### src/rtl/path_sequencer.sv
// path_sequencer: captures a planned node list, bursts it into the
// path mapper, then paces node_changed pulses off debounced node flags.
module path_sequencer #(
  parameter int MAX_NODES  = 16,
  parameter int NODE_W     = 5,
  parameter int SETTLE_CYC = 4,
  parameter int MIN_GAP    = 3125
) (
  input  logic              clk_3125KHz,
  input  logic              reset,
  input  logic              CPU_start,
  input  logic              abort,
  input  logic              node_valid,
  input  logic [NODE_W-1:0] node_in,
  input  logic              plan_done,
  input  logic              node_flag,
  output logic              path_input,
  output logic [NODE_W-1:0] path_planned,
  output logic              node_changed,
  output logic              busy,
  output logic              arrived,
  output logic              plan_err,
  output logic [NODE_W-1:0] nodes_left
);

  localparam int CW = $clog2(MAX_NODES + 1);
  localparam int AW = $clog2(MAX_NODES);
  localparam int GW = $clog2(MIN_GAP + 1);
  localparam int SW = $clog2(SETTLE_CYC + 1);

  localparam logic [CW-1:0] MAXC = CW'(MAX_NODES);
  localparam logic [GW-1:0] GAPC = GW'(MIN_GAP);
  localparam logic [SW-1:0] SETC = SW'(SETTLE_CYC - 1);

  typedef enum logic [2:0] {
    IDLE,
    CAPTURE,
    LOAD,
    SETTLE,
    RUN,
    DONE
  } state_t;

  state_t            state_q;
  logic [NODE_W-1:0] mem_q [MAX_NODES];
  logic [CW-1:0]     count_q;
  logic [CW-1:0]     idx_q;
  logic [SW-1:0]     settle_q;
  logic [GW-1:0]     gap_q;
  logic              ovf_q;
  logic              flag_q;
  logic              flag_d_q;
  logic              start_q;
  logic              path_input_q;
  logic [NODE_W-1:0] path_planned_q;
  logic              node_changed_q;
  logic              busy_q;
  logic              arrived_q;
  logic              plan_err_q;
  logic [NODE_W-1:0] nodes_left_q;

  logic              start_rise;
  logic              flag_rise;
  logic              cap_wr;
  logic              cap_drop;
  logic [CW-1:0]     cap_cnt;
  logic [NODE_W-1:0] nl_dec;

  assign path_input   = path_input_q;
  assign path_planned = path_planned_q;
  assign node_changed = node_changed_q;
  assign busy         = busy_q;
  assign arrived      = arrived_q;
  assign plan_err     = plan_err_q;
  assign nodes_left   = nodes_left_q;

  // Edge detects and capture bookkeeping shared by the FSM.
  always_comb begin
    start_rise = CPU_start & ~start_q;
    flag_rise  = flag_q & ~flag_d_q;
    cap_wr     = node_valid && (count_q < MAXC);
    cap_drop   = node_valid && !(count_q < MAXC);
    cap_cnt    = count_q + CW'(cap_wr);
    nl_dec     = nodes_left_q - 1'b1;
  end

  // Sync the line-follower flag and keep history for edge detection.
  always_ff @(posedge clk_3125KHz) begin
    if (reset) begin
      flag_q   <= 1'b0;
      flag_d_q <= 1'b0;
      start_q  <= 1'b0;
    end else begin
      flag_q   <= node_flag;
      flag_d_q <= flag_q;
      start_q  <= CPU_start;
    end
  end

  // Node buffer; contents survive abort and reset.
  always_ff @(posedge clk_3125KHz) begin
    if (!reset && !abort && state_q == CAPTURE && cap_wr)
      mem_q[count_q[AW-1:0]] <= node_in;
  end

  // Main sequencer with registered outputs.
  always_ff @(posedge clk_3125KHz) begin
    if (reset) begin
      state_q        <= IDLE;
      count_q        <= '0;
      idx_q          <= '0;
      settle_q       <= '0;
      gap_q          <= '0;
      ovf_q          <= 1'b0;
      path_input_q   <= 1'b0;
      path_planned_q <= '0;
      node_changed_q <= 1'b0;
      busy_q         <= 1'b0;
      arrived_q      <= 1'b0;
      plan_err_q     <= 1'b0;
      nodes_left_q   <= '0;
    end else begin
      node_changed_q <= 1'b0;
      if (gap_q != '0) gap_q <= gap_q - 1'b1;
      if (abort) begin
        state_q      <= IDLE;
        path_input_q <= 1'b0;
        count_q      <= '0;
        busy_q       <= 1'b0;
        arrived_q    <= 1'b0;
        nodes_left_q <= '0;
      end else begin
        unique case (state_q)
          IDLE: begin
            if (start_rise) begin
              state_q    <= CAPTURE;
              count_q    <= '0;
              plan_err_q <= 1'b0;
              ovf_q      <= 1'b0;
              busy_q     <= 1'b1;
            end
          end
          CAPTURE: begin
            if (cap_wr) count_q <= cap_cnt;
            if (cap_drop) begin
              plan_err_q <= 1'b1;
              ovf_q      <= 1'b1;
            end
            if (plan_done) begin
              if (cap_cnt >= CW'(2) && !ovf_q && !cap_drop) begin
                state_q        <= LOAD;
                path_input_q   <= 1'b1;
                path_planned_q <= mem_q[0];
                idx_q          <= CW'(1);
                nodes_left_q   <= NODE_W'(cap_cnt - 1'b1);
              end else begin
                state_q    <= IDLE;
                plan_err_q <= 1'b1;
                busy_q     <= 1'b0;
              end
            end
          end
          LOAD: begin
            if (idx_q == count_q) begin
              state_q      <= SETTLE;
              path_input_q <= 1'b0;
              settle_q     <= '0;
            end else begin
              path_planned_q <= mem_q[idx_q[AW-1:0]];
              idx_q          <= idx_q + 1'b1;
            end
          end
          SETTLE: begin
            if (settle_q == SETC) begin
              state_q        <= RUN;
              node_changed_q <= 1'b1;
              gap_q          <= GAPC;
            end else begin
              settle_q <= settle_q + 1'b1;
            end
          end
          RUN: begin
            if (flag_rise && gap_q == '0) begin
              gap_q        <= GAPC;
              nodes_left_q <= nl_dec;
              if (nl_dec == '0) begin
                state_q   <= DONE;
                busy_q    <= 1'b0;
                arrived_q <= 1'b1;
              end else begin
                node_changed_q <= 1'b1;
              end
            end
          end
          DONE: begin
            if (!CPU_start) begin
              state_q   <= IDLE;
              arrived_q <= 1'b0;
            end
          end
          default: begin
            state_q <= IDLE;
            busy_q  <= 1'b0;
          end
        endcase
      end
    end
  end

endmodule
### config.mk
export PLATFORM = sky130hd
export DESIGN_NAME = path_sequencer
export DESIGN_NICKNAME = d
export VERILOG_FILES = /design/src/rtl/path_sequencer.sv
export SDC_FILE = /design/constraint.sdc
export NUM_CORES = 1
export LEC_CHECK = 0
export ABC_AREA = 1
export BUFFER_PORTS_ARGS = -buffer_cell sky130_fd_sc_hd__buf_2
export CAP_MARGIN = 5
export CORE_MARGIN = 1
export CORE_UTILIZATION = 45
export DETAILED_ROUTE_END_ITERATION = 10
export GPL_ROUTABILITY_DRIVEN = 0
export HOLD_SLACK_MARGIN = 0.03
export PLACE_DENSITY_LB_ADDON = 0.05
export RECOVER_POWER = 50
export SYNTH_ARGS = -nofsm -noshare
export SYNTH_HDL_FRONTEND = slang
export SYNTH_SLANG_ARGS = --single-unit
### constraint.sdc
create_clock -name clk_3125KHz -period 2.1 [get_ports clk_3125KHz]
set_input_delay 0.21 -clock clk_3125KHz [delete_from_list [all_inputs] [get_ports clk_3125KHz]]
set_output_delay 0.21 -clock clk_3125KHz [all_outputs]
set_load 0.01 [all_outputs]
---- Word-level counts from Yosys, hierarchy flattened ----
Memory sizes are Yosys's and may differ from the RTL's. A register that Yosys moved wholly into a read port is not among the register bits.
Index checks and enable logic that the tools add are counted.
Widths: inputs -> output; s select.
storage, ports and cells
  bits in registers ....................... 47
  RAM bits ................................ 80
  input bits .............................. 12
  output and inout port bits .............. 15
  memories kept ........................... 1
operators by class
  $add $sub $neg .......................... 6
  $lt $le $gt $ge ......................... 2
  equal/unequal tests ..................... 20
  multiplexer cells ....................... 61
  bitwise operators ....................... 6
  reduce and logical (&&, ||, !) cells .... 34
memory list
  memory  words  width  rd ports  clocked after Yosys merged registers in  wr ports  line  RTL
  mem_q   16     5      2         1                                        1         45    logic [NODE_W-1:0] mem_q [MAX_NODES];
operator list
  cell                   count
  $mux 5                 11
  $mux 12                4
  $pmux 5 s2             4
  $mux 3                 9
  $ne 2x2->1 const B     12
  $pmux 12 s2            1
  $mux 1                 21
  $reduce_and 4->1       5
  $pmux 3 s6             1
  $logic_not 12->1       1
  $reduce_bool 12->1     1
  $sub 12x1->12 const B  1
  $pmux 1 s2             5
  $reduce_bool 2->1      5
  $sub 5x1->5 const B    2
  $eq 3x2->1 const B     3
  $logic_and 1x1->1      8
  $mux 4                 2
  $reduce_and 7->1       1
  $eq 3x3->1 const B     2
  $pmux 3 s2             1
  $reduce_and 3->1       2
  $reduce_and 6->1       1
  $add 5x1->5            1
  other kinds (17)       25

---- Logic depth before layout (Yosys ltp) ----
  depth after elaboration ................. 11
  gate-level depth with buffers ........... 15
  mapped depth without buffers ............ 15

---- Worst setup path before layout ----
OpenSTA, ideal clock, no wires.
  path kind ............................... register to register
  start point ............................. register count_q[4]
  end point ............................... register (tool-made name)
  arrival ................................. 1892 ps
  path slack .............................. 137 ps
  cell stages (with the launch flop) ...... 13
  cell sequence ........................... dfxtp_1 -> nor2_1 -> ha_1 -> ha_1 -> ha_1 -> nor2_1 -> nand3_2 -> nand3_2 -> nand2_4 -> nand2_4 -> buf_8 -> nand2_2 -> a21oi_1
RTL lines
  element                 line  RTL
  start, declared         46    logic [CW-1:0] count_q;
  start signal, assigned  144   if (cap_wr) count_q <= cap_cnt;

---- Final worst setup path ----
  start point ............................. register count_q[4]
  end point ............................... register path_planned_q[1] (netlist: path_planned[1])
on the way
  longest elaborated chain between the ends .. 8
RTL lines
  element                          line    RTL
  $lt 5x5->1                       81, 82
  $logic_and 1x1->1                81      cap_wr = node_valid && (count_q < MAXC);
  $add 5x1->5                      83      cap_cnt = count_q + CW'(cap_wr);
  $ge 5x2->1                       150     if (cap_cnt >= CW'(2) && !ovf_q && !cap_drop) begin
  $logic_and 1x1->1 (2 in series)  150
  $ne 2x1->1 (no line)             -
  $reduce_and 5->1 (no line) *     -
  end signal, assigned             153     path_planned_q <= mem_q[0];
  end signal, assigned             169     path_planned_q <= mem_q[idx_q[AW-1:0]];
  end, declared                    55      logic [NODE_W-1:0] path_planned_q;
Mark *: on every way between the ends. The rest lies on a longest branch, timed or not.
A chain may end at the register's enable or synchronous reset.

==> summary.txt <==
Status
  • Outcome: finished clean

Worst setup path
  • CP Class: flip-flop to flip-flop
  • CP arrival: 2290 ps
  • Crit path cell chain: nor2_2 > ha_2 > ha_2 > ha_1 > nor2_1 > nand3_2 > nand3_4 > nand2_8 > nand2_8 > nand2_1 > nand2_1 > nor2_1
  • Maximum fanout along the worst path: 8
  • Worst EP required: 2410 ps
  • Crit-path max cell delay: approximately 310 ps
  • Slowest CP cell: dfxtp_1
  • Critical Path End Type: flip-flop
  • Crit path max-delay family: simple AND/OR/NAND/NOR gates
  • Worst Path Buf+Inv: 0
  • Startpoint types: flip-flop

Cells and area
  • Fillers: 1240
  • # nets final: about 800
  • Post-layout util: 0.544
  • Register area: 3420 um^2
  • Share of cells above drive strength 1: 0.129
  • Multi-input gate area: ~2500 um^2
  • Fin cells: 980
  • # diodes: 0
  • Area growth syn-to-layout: 16.7%

Synth
  • Top cells by area, synth: edfxtp_1, dfxtp_1, nand2_1
  • Mean area per synthesized cell: 8.46 um^2
  • Syn_nets: roughly 760
  • Area share of the largest cell type after synthesis: 0.385
  • EDFF count, synth: 80
  • #FFs+latches synth: 131
  • Synth cell types: 36
  • Cells after Synth: 738
  • Async S/R FF share, synth: 0
  • Seq/Total Area, Yosys: 0.548
  • Ys Warns: 0
  • Synth Cell Area: 6240 um^2
  • Top FF cell, synth: edfxtp_1
  • Area leader, netlist: edfxtp_1

Clock tree
  • Worst skew pair latency: about 420 ps
  • Clock sink count: 131
  • H-tree levels: 4
  • Buffer depth of the longest clock path: 2
  • Num CTS Buffers: 17
  • Root buf cell: clkbuf_16
  • Clock-pin slew on the worst setup and hold paths: 60 ps
  • CTS tree: done

Worst hold path
  • Worst Hold Class: input port to flip-flop

Timing
  • Final max-slew violation count: 0
  • Min Tclk post-route: around 2000 ps
  • Max_slew headroom: 0.450
  • Fmax: 504 MHz
  • Count of final setup violators: 0
  • Final cycle utilization of the critical path: 0.945
  • Final hold vios: 0
  • Actual slew at the worst max-slew pin: about 820 ps
  • Layout Skew: 6.11 ps
  • Total negative slack: 0 ps

Floorplanning
  • Rows: 42
  • Die Area: ~14000 um^2
  • Core area: between 10000 and 15000 um^2
  • Die Height: 120 um
  • I/O pins: 27
  • Die width: 120 um
  • Starting Density: 0.466

Routing
  • Drt first pass iters: 4
  • WL final: 14100 um
  • # DRC: 0
  • Initial drt markers: 293
  • Final ANT Viol Nets: 0
  • Via density per instance: ~5.0
  • Vias: about 5000
  • DR WL/cell: 14.4 um

Place
  • Post-DP HPWL: 9750 um
  • Inst Count DP: about 940
  • PortBufs: 26

Global routing
  • Initial antenna violation count: 0
  • Grt total ovfl: 0
  • Largest net degree at the start of global routing: 43
  • First-pass GRT wire length: approximately 23000 um
  • GRT Total Usage: 0.211
  • Vias in the first global route: 4815

Power and ir drop
  • P per Cell Area: between 800 and 900 nW/um^2
  • Peak supply drop: 644 uV
  • Leakage: 2.94 nW
  • Overall Power: 6.51 mW

Job
  • # Max-Cap Violations: 0
## logic make-up after synthesis
logic type,after synthesis,synth area share
compound gates,78,0.0653
xor+xnor,11,0.0154
fa+ha+maj,11,0.0220
buf+inv,92,0.0623
flops,131,0.548
simple gates,415,0.287
## cells in the final DEF, fill, tap and decap left out, types with 2 or more instances in the layout
master        n
o21ai_0      35
nand2_8       2
xnor2_1       5
nor2_4        4
nand2_4       2
nand3_1      63
nor2_2        8
clkinv_2      5
o211ai_1      2
inv_2         9
nand4_1      10
dfxtp_1      51
clkbuf_8      4
clkbuf_1     23
ha_1          9
ha_2          2
buf_4        28
nor2_1      113
clkbuf_16    17
nand2_2       8
nor3b_1       2
a21oi_1      33
clkinvlp_4    2
nor4_1        3
buf_2         6
inv_1        59
xor2_1        6
nand2_1     192
edfxtp_1     80
a31oi_1       2
nor3_1        6
## repair_timing
item,in CTS,in global routing
setup buffers,0,3
hold buffers,1,0
endpoints found under the setup margin,0,19
hold endpoints to repair,1,0
gates resized for setup,0,11
## report_power, final
group,internal [mW],leakage (nW),switching (mW)
clock,1.74,0.279,1.03
sequential,2.83,1.13,0.0752
combinational,0.293,1.53,0.538
total,4.86,2.94,1.65
## path summary, 6_finish.rpt
kind,start,slack [ps],to,cells past startpoint
max,count_q[4],120,path_planned[1],12
min,CPU_start,80,arrived,3
max reg2reg,count_q[4],120,path_planned[1],12
min reg2reg,flag_q,430,flag_d_q,2
## worst reg2reg max path, delay by kind of cell, from the launching register on
| kind | cells | cell delay (ps) |
|---|---|---|
| AND/OR/NAND/NOR | 9 | 870 |
| adder cells (fa/ha/maj) | 3 | 690 |
| flip-flops | 1 | 310 |
## area by class of cell
type | count | share of cell area
flip-flops and latches | 131 | 0.470
multi-input cells | 516 | 0.342
clock buffers | 23 | 0.0670
repair buffers | 56 | 0.0452
inverters | 69 | 0.0355
well taps | 176 | 0.0302
clock inverters | 9 | 0.0108
## metrics by stage
stage                     hold WS, ps  cell area, um^2  worst slack [ps]
after floorplan                   309             6240               137
after CTS                        69.8             7240              17.6
after global placement            418             6660               117
final                            79.5             7290               115
after global routing             90.3             7290             -24.7
after detailed placement          421             6660              39.2
## synthesized netlist by cell type, drive strengths merged, types with 2 or more instances
cell type	count
ha	11
clkbuf	8
o211ai	2
o21ai	37
nor4	3
dfxtp	51
buf	15
nand2	203
nor3	7
nand3	65
xnor2	5
nor2	125
inv	68
nor3b	2
edfxtp	80
nand4	10
xor2	6
a31oi	2
a21oi	34
## metal layers
layer,share of wire,track usage,up-vias
met5,0,0,-
met4,0.019,0.0844,0
met3,0.040,0.0461,24
met2,0.50,0.359,87
met1,0.44,0.258,2288
li1,-,-,2535
## sequential cells by signal, indices dropped and copies added, names as in the netlist, 3 cells and up, named ones only
register / flops
mem_q: 80
path_planned: 5
state_q: 3
idx_q: 5
gap_q: 12
count_q: 5
settle_q: 3
nodes_left: 5
Note: power is estimated with default switching activity, not from simulation.
